--- src/rtl/sha256_msg_pad_if.sv ---
// Handshake bundle between the message source, the padder and the sha256 core.
// slave = the padder's view; master = the environment driving it.
interface sha256_msg_pad_if;
    logic        in_vld;
    logic        in_rdy;
    logic [7:0]  in_data;
    logic        in_last;
    logic        buf_data_vld;
    logic        buf_data_rdy;
    logic [31:0] buf_data;
    logic        buf_data_blk_last;
    logic        buf_data_msg_last;

    // Transfer on either side happens on a rising clk edge when vld & rdy are
    // both high; vld is never withdrawn and its payload stays stable until then.
    modport slave (
        input  in_vld, in_data, in_last, buf_data_rdy,
        output in_rdy, buf_data_vld, buf_data, buf_data_blk_last, buf_data_msg_last
    );

    modport master (
        output in_vld, in_data, in_last, buf_data_rdy,
        input  in_rdy, buf_data_vld, buf_data, buf_data_blk_last, buf_data_msg_last
    );
endinterface

--- src/rtl/sha256_msg_pad.sv ---
// Byte-stream to sha256 word-stream packer with FIPS 180-4 padding
// (0x80, zero fill to index 13 of a block, then the 64-bit bit length).
module sha256_msg_pad #(
    parameter int LEN_W = 61
) (
    input  logic             clk,
    input  logic             rst_n,
    sha256_msg_pad_if.slave  bus,
    output logic             busy,
    output logic [2:0]       dbg_state
);

    typedef enum logic [2:0] {
        S_DATA  = 3'd0,
        S_PAD80 = 3'd1,
        S_ZERO  = 3'd2,
        S_LENHI = 3'd3,
        S_LENLO = 3'd4
    } state_e;

    state_e             state_q, state_d;
    logic [1:0]         lane_q, lane_d;
    logic [3:0]         widx_q, widx_d;
    logic [LEN_W-1:0]   cnt_q, cnt_d;
    logic [23:0]        asm_q, asm_d;
    logic               ovld_q, ovld_d;
    logic [31:0]        odata_q, odata_d;
    logic               oblk_q, oblk_d;
    logic               omsg_q, omsg_d;
    logic               busy_q, busy_d;
    logic               en_q;

    logic               xfer;
    logic               can_load;
    logic [3:0]         load_idx;
    logic [63:0]        bitlen;
    logic               in_rdy_w;
    logic               in_acc;
    logic               load;
    logic [31:0]        load_word;
    logic               load_msg;
    logic [7:0]         pad_b;

    // load_idx is the block position the next loaded word will occupy: the
    // current widx if the register is empty, one further if it drains now.
    always_comb begin
        xfer      = ovld_q & bus.buf_data_rdy;
        can_load  = !ovld_q | bus.buf_data_rdy;
        load_idx  = widx_q + {3'b000, xfer};
        bitlen    = 64'(cnt_q) << 3;
        in_rdy_w  = en_q & (state_q == S_DATA) & can_load;
        in_acc    = bus.in_vld & in_rdy_w;
        pad_b     = bus.in_last ? 8'h80 : 8'h00;

        state_d   = state_q;
        lane_d    = lane_q;
        cnt_d     = cnt_q;
        asm_d     = asm_q;
        busy_d    = busy_q;
        widx_d    = xfer ? widx_q + 4'd1 : widx_q;
        ovld_d    = xfer ? 1'b0 : ovld_q;
        odata_d   = odata_q;
        oblk_d    = xfer ? 1'b0 : oblk_q;
        omsg_d    = xfer ? 1'b0 : omsg_q;
        load      = 1'b0;
        load_word = 32'h0;
        load_msg  = 1'b0;

        case (state_q)
            S_DATA: begin
                if (in_acc) begin
                    busy_d = 1'b1;
                    cnt_d  = cnt_q + LEN_W'(1);
                    case (lane_q)
                        2'd0: begin
                            asm_d[23:16] = bus.in_data;
                            load_word    = {bus.in_data, 8'h80, 16'h0000};
                        end
                        2'd1: begin
                            asm_d[15:8] = bus.in_data;
                            load_word   = {asm_q[23:16], bus.in_data, pad_b, 8'h00};
                        end
                        2'd2: begin
                            asm_d[7:0] = bus.in_data;
                            load_word  = {asm_q[23:8], bus.in_data, pad_b};
                        end
                        default: load_word = {asm_q, bus.in_data};
                    endcase
                    if (lane_q == 2'd3 || bus.in_last) begin
                        load   = 1'b1;
                        lane_d = 2'd0;
                        asm_d  = 24'h0;
                    end else begin
                        lane_d = lane_q + 2'd1;
                    end
                    if (bus.in_last) begin
                        if (lane_q == 2'd3)
                            state_d = S_PAD80;
                        else if (load_idx == 4'd13)
                            state_d = S_LENHI;
                        else
                            state_d = S_ZERO;
                    end
                end
            end
            S_PAD80: begin
                if (can_load) begin
                    load      = 1'b1;
                    load_word = 32'h8000_0000;
                    state_d   = (load_idx == 4'd13) ? S_LENHI : S_ZERO;
                end
            end
            S_ZERO: begin
                if (can_load) begin
                    load      = 1'b1;
                    load_word = 32'h0;
                    if (load_idx == 4'd13)
                        state_d = S_LENHI;
                end
            end
            S_LENHI: begin
                if (can_load) begin
                    load      = 1'b1;
                    load_word = bitlen[63:32];
                    state_d   = S_LENLO;
                end
            end
            S_LENLO: begin
                // Stay here until the final word itself is taken, so in_rdy
                // remains low for the whole drain.
                if (omsg_q) begin
                    if (xfer) begin
                        state_d = S_DATA;
                        cnt_d   = '0;
                        widx_d  = 4'd0;
                        lane_d  = 2'd0;
                        busy_d  = 1'b0;
                    end
                end else if (can_load) begin
                    load      = 1'b1;
                    load_word = bitlen[31:0];
                    load_msg  = 1'b1;
                end
            end
            default: state_d = S_DATA;
        endcase

        if (load) begin
            ovld_d  = 1'b1;
            odata_d = load_word;
            oblk_d  = (load_idx == 4'd15);
            omsg_d  = load_msg;
        end
    end

    always_ff @(posedge clk or negedge rst_n) begin
        if (!rst_n) begin
            state_q <= S_DATA;
            lane_q  <= 2'd0;
            widx_q  <= 4'd0;
            cnt_q   <= '0;
            asm_q   <= 24'h0;
            ovld_q  <= 1'b0;
            odata_q <= 32'h0;
            oblk_q  <= 1'b0;
            omsg_q  <= 1'b0;
            busy_q  <= 1'b0;
            en_q    <= 1'b0;
        end else begin
            state_q <= state_d;
            lane_q  <= lane_d;
            widx_q  <= widx_d;
            cnt_q   <= cnt_d;
            asm_q   <= asm_d;
            ovld_q  <= ovld_d;
            odata_q <= odata_d;
            oblk_q  <= oblk_d;
            omsg_q  <= omsg_d;
            busy_q  <= busy_d;
            en_q    <= 1'b1;
        end
    end

    assign bus.in_rdy            = in_rdy_w;
    assign bus.buf_data_vld      = ovld_q;
    assign bus.buf_data          = odata_q;
    assign bus.buf_data_blk_last = oblk_q;
    assign bus.buf_data_msg_last = omsg_q;
    assign busy                  = busy_q;
    assign dbg_state             = state_q;

endmodule

--- src/flat_wrapper.sv ---
// flat-port wrapper written by rule: the top's interface ports become plain ports
module sha256_msg_pad_flat 
#(
    parameter int LEN_W = 61
)
  (clk, rst_n, busy, dbg_state, bus_in_vld, bus_in_data, bus_in_last, bus_buf_data_rdy, bus_in_rdy, bus_buf_data_vld, bus_buf_data, bus_buf_data_blk_last, bus_buf_data_msg_last);
  sha256_msg_pad_if bus_i ();
  input  logic clk;
  input  logic rst_n;
  output logic busy;
  output logic [2:0] dbg_state;
  input wire logic [$bits(bus_i.in_vld)-1:0] bus_in_vld;
  input wire logic [$bits(bus_i.in_data)-1:0] bus_in_data;
  input wire logic [$bits(bus_i.in_last)-1:0] bus_in_last;
  input wire logic [$bits(bus_i.buf_data_rdy)-1:0] bus_buf_data_rdy;
  output wire logic [$bits(bus_i.in_rdy)-1:0] bus_in_rdy;
  output wire logic [$bits(bus_i.buf_data_vld)-1:0] bus_buf_data_vld;
  output wire logic [$bits(bus_i.buf_data)-1:0] bus_buf_data;
  output wire logic [$bits(bus_i.buf_data_blk_last)-1:0] bus_buf_data_blk_last;
  output wire logic [$bits(bus_i.buf_data_msg_last)-1:0] bus_buf_data_msg_last;
  assign bus_i.in_vld = bus_in_vld;
  assign bus_i.in_data = bus_in_data;
  assign bus_i.in_last = bus_in_last;
  assign bus_i.buf_data_rdy = bus_buf_data_rdy;
  assign bus_in_rdy = bus_i.in_rdy;
  assign bus_buf_data_vld = bus_i.buf_data_vld;
  assign bus_buf_data = bus_i.buf_data;
  assign bus_buf_data_blk_last = bus_i.buf_data_blk_last;
  assign bus_buf_data_msg_last = bus_i.buf_data_msg_last;
  sha256_msg_pad #(.LEN_W(LEN_W)) u_core (.clk(clk), .rst_n(rst_n), .bus(bus_i), .busy(busy), .dbg_state(dbg_state));
endmodule
--- config.mk ---
export PLATFORM = sky130hd
export DESIGN_NAME = sha256_msg_pad_flat
export DESIGN_NICKNAME = d
export VERILOG_FILES = /design/src/rtl/sha256_msg_pad_if.sv /design/src/rtl/sha256_msg_pad.sv /design/src/flat_wrapper.sv
export SDC_FILE = /design/constraint.sdc
export NUM_CORES = 1
export LEC_CHECK = 0
export CAP_MARGIN = 20
export CORE_UTILIZATION = 33
export CTS_CLUSTER_DIAMETER = 200
export DETAILED_ROUTE_END_ITERATION = 10
export GPL_TIMING_DRIVEN = 0
export SETUP_SLACK_MARGIN = 0.2
export SYNTH_ARGS = -nofsm -noshare
export SYNTH_HDL_FRONTEND = slang
export SYNTH_SLANG_ARGS = --single-unit
--- constraint.sdc ---
create_clock -name clk -period 2.37 [get_ports clk]
set_input_delay 0.474 -clock clk [delete_from_list [all_inputs] [get_ports clk]]
set_output_delay 0.474 -clock clk [all_outputs]
set_load 0.005 [all_outputs]
# Word level (Yosys, flattened, before mapping)
# Index checks and enable logic that the tools add are counted.
# totals
register_bits,131
in_bits,13
output_inout_bits,40
elab_cells,103
# op_classes
addsub,4
n_eq_ne,17
n_mux,49
n_bitwise,5
reduce_logical,15
# ops
operator,n
2-to-1 mux 61 bit,3
2-to-1 mux 32 bit,5
case mux 32 bit (4 select lines),1
case mux 61 bit (2 select lines),1
case mux 32 bit (3 select lines),1
"adder 61 x 1 -> 61 bit, second input constant",1
2-to-1 mux 8 bit,4
2-to-1 mux 3 bit,9
2-to-1 mux 24 bit,1
2-to-1 mux 4 bit,4
case mux 3 bit (5 select lines),1
"!= test 2 x 1 -> 1 bit, second input constant",7
2-to-1 mux 1 bit,12
nonzero test 2 bit,5
AND reduction 3 bit,3
"== test 4 bit, second input constant",2
2-to-1 mux 2 bit,4
AND reduction 8 bit,1
"== test 3 x 2 -> 1 bit, second input constant",2
adder 4 x 1 -> 4 bit,1
"adder 4 x 1 -> 4 bit, second input constant",1
AND 1 bit,4
"== test 2 bit, second input constant",2
case mux 2 bit (2 select lines),1
14 further kinds,14

# Depth between registers and ports, before layout
# Gate-level depths: netlist (run 1).
# logic_depth
depth_word,8
mapped_depth,9
depth_no_buf,8

# Worst setup path before layout (run 1)
# OpenSTA, ideal clock, no wires.
# synth_path
path_type,in2reg
startpoint,input port bus_buf_data_rdy
endpoint,"register u_core.state_q[0], in the netlist u_core.dbg_state[0]"
setup_ns,0.067
t_arrival_ns,2.196
required_ns,2.303
setup_slack_ns,0.107
cell_stages,9
cell_sequence,and2_1 > clkbuf_1 > ha_1 > ha_1 > or3b_2 > nor4_1 > a21oi_1 > o311ai_0 > a32o_1
# synth_via
elab_chain_len,8
# synth_lines
element,line,source
"start, declared",flat_wrapper.sv:15,input wire logic [$bits(bus_i.buf_data_rdy)-1:0] bus_buf_data_rdy;
AND 1 bit,sha256_msg_pad.sv:47,xfer = ovld_q & bus.buf_data_rdy;
adder 4 x 1 -> 4 bit,sha256_msg_pad.sv:49,"load_idx = widx_q + {3'b000, xfer};"
== test 4 bit,"sha256_msg_pad.sv:99, sha256_msg_pad.sv:110, sha256_msg_pad.sv:117",
2-to-1 mux 1 bit,"sha256_msg_pad.sv:99, sha256_msg_pad.sv:110",
2-to-1 mux 3 bit,sha256_msg_pad.sv:97,if (lane_q == 2'd3)
2-to-1 mux 3 bit,sha256_msg_pad.sv:96,if (bus.in_last) begin
2-to-1 mux 3 bit,sha256_msg_pad.sv:71,if (in_acc) begin
case mux 3 bit (5 select lines),sha256_msg_pad.sv:69,case (state_q)
"end signal, assigned",sha256_msg_pad.sv:170,state_q <= state_d;
"end, declared",sha256_msg_pad.sv:21,"state_e state_q, state_d;"
# Parallel ways exist; a longest one is shown, timed or not. The select of a mux whose other input is x is not followed.
# A chain may end at the register's enable or synchronous reset.

# Worst setup path after layout (run 1)
# layout_path
startpoint,"register u_core.state_q[1], in the netlist u_core.dbg_state[1]"
endpoint,"register u_core.odata_q[23], in the netlist u_core.bus.buf_data[23]"
# layout_via
elab_chain_len,6
# layout_lines
element,line,source
zero test 3 bit,"sha256_msg_pad.sv:51, sha256_msg_pad.sv:69",
AND 1 bit (2 in a row),sha256_msg_pad.sv:51,in_rdy_w = en_q & (state_q == S_DATA) & can_load;
AND 1 bit,sha256_msg_pad.sv:52,in_acc = bus.in_vld & in_rdy_w;
2-to-1 mux 32 bit / 2-to-1 mux 1 bit (equally long branches),sha256_msg_pad.sv:71,
case mux 32 bit (4 select lines) / case mux 1 bit (3 select lines) (equally long branches),sha256_msg_pad.sv:69,
"end signal, assigned",sha256_msg_pad.sv:176,odata_q <= odata_d;
"end, declared",sha256_msg_pad.sv:27,"logic [31:0] odata_q, odata_d;"
# Parallel ways exist; a longest one is shown, timed or not.

==> results of run 1 <==
-- layout make-up --
class                           instances  area, sq um  area share [%]
Sequential cell                       131         3280            37.0
Buffer                                 44          300            3.38
Timing Repair Buffer                   90          851            9.58
Inverter                                9         36.3           0.409
Tap cell                              270          338            3.81
Multi-Input combinational cell        466         3560            40.1
Clock inverter                          7         62.6           0.705
Clock buffer                           22          444            5.00
-- sequential cells by signal (all words and copies together), names as in the netlist --
| signal | flops |
|---|---|
| u_core.cnt_q | 61 |
| u_core.bus.buf_data | 32 |
| u_core.asm_q | 24 |
| u_core.widx_q | 4 |
| u_core.dbg_state | 3 |
| u_core.lane_q | 2 |
| u_core.bus.buf_data_blk_last | 1 |
| u_core.bus.buf_data_msg_last | 1 |
| u_core.bus.buf_data_vld | 1 |
| u_core.busy | 1 |
| u_core.en_q | 1 |
-- where the power goes --
part / leakage [uW] / switching (uW) / internal (uW)
clock network: 0.000249 / 946 / 1410
registers: 0.00179 / 169 / 2410
logic: 0.00203 / 1030 / 871
total: 0.00407 / 2150 / 4690
-- critical path, stage by stage (launching register included) --
cell and delay, ns:
dfrtp_1 0.38, buf_6 0.14, nor3_4 0.19, buf_6 0.15
and4_1 0.18, buf_2 0.15, a221o_1 0.21, buf_4 0.14
o21ai_4 0.10, buf_12 0.17, buf_6 0.12, o2bb2ai_1 0.13
-- cells by family (layout without fill, tap and decap cells) --
kind of cell | count (synthesis) | in the layout
xor gates and xnor gates | 4 | 4
adders and majority gates | 9 | 9
and+or+nand+nor | 239 | 239
buffers and inverters | 53 | 172
AOI/OAI and AO/OA | 164 | 164
other | 1 | 1
DFF | 131 | 131
muxes | 49 | 49
-- Yosys cell counts, types with 3 or more instances --
cell         n  area share (%)
dfrtp_1    131              48
nor4_1       3            0.27
and2_1       9            0.82
o2bb2ai_1   24             3.1
nand2_1     83             4.6
clkbuf_1    20             1.1
ha_1         9             1.6
a221oi_1     8             1.0
nand4b_1     4            0.51
buf_4        3            0.33
nand4_1     30             2.7
nand3_1     26             1.9
nor3_1       6            0.44
a31oi_1      3            0.27
o21ai_1      5            0.37
mux2i_1     48             7.0
inv_1        9            0.49
or3_1        3            0.27
nor2b_1      4            0.37
a221o_1      6            0.88
buf_2       17             1.2
o21ai_0     22             1.6
nor2_1      15            0.82
a21oi_1     12            0.88
xor2_1       3            0.38
nor4_4       3            0.93
nand2b_1     6            0.55
a21o_1       4            0.44
nor3_2       9             1.3
a222oi_1    16             2.3
and4_1       3            0.38
and3_1      18             1.6
a22o_1      55             7.0
-- layer usage --
| metal | part of all wire [%] | GRT usage (%) | vias to the layer above |
|---|---|---|---|
| met1 | 45 | 28.4 | 2958 |
| met5 | 0 | 0 | - |
| li1 | - | - | 2715 |
| met4 | 1.4 | 5.26 | 0 |
| met2 | 47 | 31.2 | 237 |
| met3 | 6.8 | 4.61 | 31 |
-- timing repair --
item                                    in CTS  in global routing
pin swaps                                    9                 16
cloned                                       0                  2
gates resized for setup                     48                 63
endpoints found under the setup margin     105                115
setup buffers                                9                 26
-- how the worst max path moves through the flow --
stage | from | end | slack, ns
global route | u_core.bus.buf_data_vld$_DFFE_PN0P_ | u_core.dbg_state[0]$_DFFE_PN0P_ | 0.07
finish | u_core.dbg_state[1]$_DFFE_PN0P_ | u_core.bus.buf_data[23]$_DFFE_PN0P_ | 0.24
CTS | u_core.dbg_state[0]$_DFFE_PN0P_ | u_core.asm_q[11]$_DFFE_PN0P_ | 0.18
detailed placement | bus_buf_data_rdy | u_core.bus.buf_data[9]$_DFFE_PN0P_ | -0.76
global placement | rst_n | u_core.bus.buf_data[16]$_DFFE_PN0P_ | -4.76
floorplan | bus_buf_data_rdy | u_core.dbg_state[0]$_DFFE_PN0P_ | 0.25
-- through the flow --
stage | util (%) | total power [uW]
global route | 43.7 | 7170
detailed placement | 38.2 | 4050
finish | 43.7 | 6840
floorplan | - | 3500
global placement | 38.1 | 4030
CTS | 41.9 | 6590
==> impl_metrics.ini, run 1 <==
[status]
status = finished, final reports clean

[drt]
totalWireLength_mm = 21.1
vias_per_cell = 5.72
dr_total_vias = 5941
drc = 0
antenna_left = 0
drt-initial-drc-count = 581
wl_per_cell_um = 20.4
dr.pass1.iters = 7

[timing]
final-max-slew-violation-count = 0
finalHoldViolCount = 0
layout_worst_path_cycle_share_pct = 90.1
fin_crit_ns = 2.13
finalSetupTns_ns = 0
relSlewSlack_pct = 57.4
rsz0062_at_grt = yes
timing.fmax_mhz = 468
finalSetupViolCount = 0
tightestPinTransition_ns = 0.638
skew_ns = 0.00816
holdWs_ns = 0.0517
setup_ws_ns = 0.235

[yosys]
synth_xor_xnor_area_share_pct = 0.513
yosysWarnings = 0
synth-compound-area-share_pct = 19.0
synth_ff_type = dfrtp_1
async_flop_share_pct = 100
ys_types = 61
synthCells = 650
mappedNetlistArea_sq_mm = 0.00684
synth_simple_gate_area_share_pct = 20.1
synth_fa_ha_area_share_pct = 1.65
synth_top_family_by_area = simple AND/OR/NAND/NOR gates
synth_mux_area_share_pct = 7.19
syn_avg_cell_area_sq_um = 10.5
synth_edf_count = 0
synth.yosys.seq_area_share_pct = 48.0
yosys_register_bits = 131
synth_fp_nets = 672

[clocking]
cts_tree = done
clock_path_buffers = 2
clockRootBuffer = clkbuf_16
worstSkewPairLatency_ns = 0.43
ctsHtreeMaxLevel = 4
ctsHoldBuffers = 0
path_clk_slew_ns = 0.05
cts_buffers = 17
cts.sinks = 131

[pwr]
ir_worst_vdd_uv = 539
leakage_uw = 0.00407
power_per_cell_area_mw_per_mm2 = 770

[floorplan]
design.die.area_sq_mm = 0.0213
ioPinCount = 53
initial_utilization_pct = 33.7
die_x_um = 146
core_sq_mm = 0.0203
die_y_um = 146
rows = 52

[worst_setup_path]
r2r_slack_ns = 0.24
reg2reg_to = u_core.bus.buf_data[23]$_DFFE_PN0P_
critPathRequiredTime_ns = 2.71
reg2reg_depth = 11
startpoint_type = flop
critPathKind = flop to flop
worstPathMaxFanout = 5
r2r_start = u_core.dbg_state[1]$_DFFE_PN0P_
crit_arrival_ns = 2.48
end_kind = flop

[placed_design]
dp_cells = 973
gp_congestion = 0.845
port_buffers = 52
dpl_cell_area_sq_mm = 0.00776
place_ws_ns = -0.762
hpwlAfterDp_mm = 14.2

[cells_and_area]
mostFrequentLayoutCells = dfrtp_1, nand2_1, a22o_1
stdcell_area_sq_mm = 0.00888
nets = 781
final_common_cell = dfrtp_1
antenna_cells = 0
area_growth_syn_to_layout_pct = 29.9
stdcell_count = 1039
drive_above_1_share_pct = 20.3
nFillCells = 1933

[job]
maxCapViolations = 0

[grt]
grt_max_degree = 68
grt_pass1_wl_mm = 32.8
antenna_found_initial = 0
grt_pass1_vias = 5483
overflow = 0
grt.total_usage_pct = 20.2

[hold_path]
hp-class = input port to asynchronous set/reset pin
(Power assumes the default switching activity.)
==> run 2, diff against run 1 <==
--- a/config.mk
+++ b/config.mk
@@ -5,7 +5,6 @@
 export SDC_FILE = /design/constraint.sdc
 export NUM_CORES = 1
 export LEC_CHECK = 0
-export CAP_MARGIN = 20
 export CORE_UTILIZATION = 33
 export CTS_CLUSTER_DIAMETER = 200
 export DETAILED_ROUTE_END_ITERATION = 10
==> run 2 against run 1 <==
Sequential cell count unchanged. First-iteration DRC count did not move. Power unchanged. Global-route usage stayed put. Clock power hardly changed. Sequential power barely moved. Critical path depth stayed put. Register-to-register slack hardly changed. Cell count unchanged. Largest cell class unchanged.
==> impl_metrics.ini, run 2 (synthesis gave the netlist of run 1 again) <==
[cells_and_area]
regArea_sq_mm = 0.00328
drive_above_1_share_pct = 20.3
antenna_cells = 0
final_common_cell = dfrtp_1
multi_input_area_sq_mm = 0.00356
area_growth_syn_to_layout_pct = 29.9
mostFrequentLayoutCells = dfrtp_1, nand2_1, a22o_1
nFillCells = 1933
largest_reg_flops = 61
postLayoutCoreUtil_pct = 43.7
nets = 781
stdcell_area_sq_mm = 0.00888
regMostFlops = u_core.cnt_q

[clocking]
ctsHtreeMaxLevel = 4
cts_tree = done
worstSkewPairLatency_ns = 0.43
cts.sinks = 131
clockRootBuffer = clkbuf_16
cts_buffers = 17
ctsHoldBuffers = 0
clock_path_buffers = 2
path_clk_slew_ns = 0.05

[worst_setup_path]
crit_family = buffers and inverters
critPathBufInv = 6
crit_arrival_ns = 2.48
critPathMostFrequentCell = buf_6
cp_slowest_cell = dfrtp_1
critPathRequiredTime_ns = 2.71
crit_path_max_incr_delay_ns = 0.38
critPathKind = flop to flop
path_cells = buf_6 > nor3_4 > buf_6 > and4_1 > buf_2 > a221o_1 > buf_4 > o21ai_4 > buf_12 > buf_6 > o2bb2ai_1
worstPathMaxFanout = 5
reg2reg_depth = 11
end_kind = flop
startpoint_type = flop
path_depth = 11

[grt]
antenna_found_initial = 0
grt_max_degree = 68
overflow = 0
grt.total_usage_pct = 20.2
grt_pass1_wl_mm = 32.8
grt_pass1_vias = 5483

[pwr]
power_per_cell_area_mw_per_mm2 = 770
power_uw = 6840
ir_worst_vdd_uv = 539
leakage_uw = 0.00407

[timing]
final-max-slew-violation-count = 0
skew_ns = 0.00816
fin_crit_ns = 2.13
tightestPinTransition_ns = 0.638
setup_ws_ns = 0.235
rsz0062_at_grt = yes
layout_worst_path_cycle_share_pct = 90.1
relSlewSlack_pct = 57.4
finalSetupViolCount = 0
timing.fmax_mhz = 468
finalHoldViolCount = 0

[drt]
wl_per_cell_um = 20.4
dr.pass1.iters = 7
drc = 0
totalWireLength_mm = 21.1
dr_total_vias = 5941
vias_per_cell = 5.72
drt-initial-drc-count = 581
antenna_left = 0

[placed_design]
place_ws_ns = -0.762
dpl_cell_area_sq_mm = 0.00776
port_buffers = 52
gp_congestion = 0.845
hpwlAfterDp_mm = 14.2

[floorplan]
core_sq_mm = 0.0203
ioPinCount = 53
die_x_um = 146
die_y_um = 146
initial_utilization_pct = 33.7
design.die.area_sq_mm = 0.0213
rows = 52

[status]
status = finished, final reports clean

[job]
maxCapViolations = 0

[hold_path]
hp-class = input port to asynchronous set/reset pin
run 2: cell counts in the layout (fill, tap and decap cells not counted):
No cell type changed its count.
run 2: path summary, 6_finish.rpt:
path                                                         start                                  endpoint  slack, ns
max in group asynchronous                                    rst_n              u_core.lane_q[0]$_DFFE_PN0P_       1.55
worst max register to register     u_core.dbg_state[1]$_DFFE_PN0P_       u_core.bus.buf_data[23]$_DFFE_PN0P_       0.24
worst min register to register  u_core.bus.buf_data[0]$_DFFE_PN0P_        u_core.bus.buf_data[0]$_DFFE_PN0P_       0.48
worst min-delay path                                         rst_n  u_core.bus.buf_data_blk_last$_DFFE_PN0P_       0.05
min in group clk                u_core.bus.buf_data[0]$_DFFE_PN0P_        u_core.bus.buf_data[0]$_DFFE_PN0P_       0.48
worst max-delay path               u_core.dbg_state[1]$_DFFE_PN0P_       u_core.bus.buf_data[23]$_DFFE_PN0P_       0.24
run 2: layout make-up:
class	instances	area share, %
flip-flops and latches	131	37.0
inverters	9	0.409
repair buffers	90	9.58
clock buffers	22	5.00
plain buffers	44	3.38
well taps	270	3.81
clock inverters	7	0.705
multi-input cells	466	40.1
run 2: where the power goes:
part           leakage, uW  internal (uW)  total, uW  switching, uW
combinational      0.00203            871       1900           1030
sequential         0.00179           2410       2580            169
clock             0.000249           1410       2360            946
run 2: worst reg2reg max path, stage by stage, from the launching register on:
cell and delay [ns]:
dfrtp_1 0.38, buf_6 0.14, nor3_4 0.19, buf_6 0.15, and4_1 0.18, buf_2 0.15, a221o_1 0.21, buf_4 0.14
o21ai_4 0.10, buf_12 0.17, buf_6 0.12, o2bb2ai_1 0.13
run 2: what timing repair did:
action / 4_1_cts / 5_1_grt
pin swaps: 9 / 16
gates cloned: 0 / 2
buffers inserted: 9 / 26
gates resized for setup: 48 / 63
endpoints found under the setup margin: 105 / 115
run 2: metrics by stage:
stage / std cells / TNS [ns] / hold slack, ns
floorplan: 650 / 0 / 0.178
global placement: 972 / -673.26 / 0.463
detailed placement: 973 / -49.73 / 0.467
CTS: 1011 / 0 / 0.0752
global route: 1039 / 0 / 0.102
finish: 1039 / 0 / 0.0517
run 2: metal layers:
metal  GRT usage, %  share of wire [%]  vias up
li1               -                  -     2715
met1           28.4                 45     2958
met2           31.2                 47      237
met3           4.61                6.8       31
met4           5.26                1.4        0
met5              0                  0        -
==> edit, RTL diff (flow settings as in run 2) <==
`LEN_W` is set to 61 in 2 places; all go to 65.
--- a/src/rtl/sha256_msg_pad.sv
+++ b/src/rtl/sha256_msg_pad.sv
@@ -2,5 +2,5 @@
 // (0x80, zero fill to index 13 of a block, then the 64-bit bit length).
 module sha256_msg_pad #(
-    parameter int LEN_W = 61
+    parameter int LEN_W = 65
 ) (
     input  logic             clk,
--- a/src/flat_wrapper.sv
+++ b/src/flat_wrapper.sv
@@ -2,5 +2,5 @@
 module sha256_msg_pad_flat 
 #(
-    parameter int LEN_W = 61
+    parameter int LEN_W = 65
 )
   (clk, rst_n, busy, dbg_state, bus_in_vld, bus_in_data, bus_in_last, bus_buf_data_rdy, bus_in_rdy, bus_buf_data_vld, bus_buf_data, bus_buf_data_blk_last, bus_buf_data_msg_last);
Check against the original RTL: same outputs for any inputs over 4 cycles, from zero or initial values and one cycle with rst_n low; that may be too few to reach the edited logic, so the function may still have changed.
==> edit against run 2 <==
- the run now ends with negative setup slack left
- non-clock buffer count grew 33
- core utilization grew 5.8 points
- power grew 9.7%
- die area shrank 0.96%
- clock power grew 13%
- cell area grew 12%
- wire length grew 11%
- setup slack lost 0.33 ns
- sequential share of layout area shrank 4.1 points
- sequential cell count is the same
- synthesized area shrank 0.97%
- critical path type unchanged
- critical endpoint is now u_core.cnt_q[26]
- largest power group is now clock
==> edit: results (changes against run 2) <==
<table>
<tr><th>Metric</th><th>Value</th></tr>
<tr><th colspan="2">Status</th></tr>
<tr><td>Run status</td><td>finished with violations</td></tr>
<tr><td>Violated checks</td><td>negative setup slack</td></tr>
<tr><th colspan="2">Yosys</th></tr>
<tr><td>Adder-cell share of the synthesized area</td><td>1.664% (+0.016 points)</td></tr>
<tr><td>Compound-cell area share of the yosys netlist</td><td>17.38% (-1.6 points)</td></tr>
<tr><td>Mux contribution to synthesized area</td><td>5.786% (-1.4 points)</td></tr>
<tr><td>Post-Synthesis Net Count</td><td>734 (+9.2%)</td></tr>
<tr><th colspan="2">Worst setup path</th></tr>
<tr><td>Arrival time worst endpoint</td><td>2.81 ns (+0.33 ns)</td></tr>
<tr><td>Longest individual stage delay on the worst path</td><td>0.55 ns (+0.17 ns)</td></tr>
<tr><td>Reg2Reg Depth</td><td>8 (-3)</td></tr>
<tr><th colspan="2">STA</th></tr>
<tr><td>Setup total negative slack</td><td>-0.9138 ns (-0.9138 ns)</td></tr>
<tr><td>Setup ws final</td><td>-0.09478 ns (-0.3299 ns)</td></tr>
<tr><td>Final Setup Violations</td><td>26 (+26)</td></tr>
<tr><td>WHS</td><td>0.03878 ns (-0.01296 ns)</td></tr>
<tr><th colspan="2">Finish</th></tr>
<tr><td>Fill cell total of the finished layout</td><td>1805 (-6.6%)</td></tr>
<tr><td>Filler-free cell count of the finished design</td><td>1133 (+9.0%)</td></tr>
<tr><td>Fraction of final layout cells with drive strength greater than 1</td><td>31.40% (+11 points)</td></tr>
<tr><th colspan="2">Drt</th></tr>
<tr><td>Post-detailed-routing wire length</td><td>23.54 mm (+11%)</td></tr>
<tr><td>Post-route met1 wirelength</td><td>10.32 mm (+7.7%)</td></tr>
<tr><td>DR WL met2</td><td>10.77 mm (+9.3%)</td></tr>
<tr><th colspan="2">Place</th></tr>
<tr><td>HPWL Detailed</td><td>14.88 mm (+5.2%)</td></tr>
<tr><td>Placed cell area</td><td>7660 µm² (-1.3%)</td></tr>
<tr><td>Worst-case setup slack after placement</td><td>-1.190 ns (-0.4276 ns)</td></tr>
<tr><td>Placed Cells</td><td>1034 (+6.3%)</td></tr>
<tr><th colspan="2">Power and ir drop</th></tr>
<tr><td>Proportion of total power due to net switching</td><td>33.09% (+1.7 points)</td></tr>
<tr><th colspan="2">GRT</th></tr>
<tr><td>Wire length of the first global-routing pass</td><td>34.62 mm (+5.5%)</td></tr>
</table>
edit: cell types whose count changed after synthesis, moves of 9 or more:
cell,change
sky130_fd_sc_hd__mux2i_1,-10
sky130_fd_sc_hd__o2bb2ai_1,-24
sky130_fd_sc_hd__nor2_1,+16
sky130_fd_sc_hd__a22o_1,-29
sky130_fd_sc_hd__nor3_1,+10
sky130_fd_sc_hd__o211ai_1,+10
sky130_fd_sc_hd__o21ai_0,+23
sky130_fd_sc_hd__o31ai_1,+13
sky130_fd_sc_hd__nand3_1,+10
sky130_fd_sc_hd__a22oi_1,+9
sky130_fd_sc_hd__buf_2,-13
sky130_fd_sc_hd__nand2_1,+45
sky130_fd_sc_hd__clkbuf_1,+20
edit: layout make-up:
type	instances	area, µm²	share of cell area, %
inverters	12	47.55	0.4763
multi-input cells	522	4041	40.49
repair buffers	119	1246	12.48
clock inverters	14	162.7	1.629
clock buffers	17	425.4	4.262
well taps	270	337.8	3.384
plain buffers	48	441.7	4.425
flip-flops and latches	131	3279	32.85
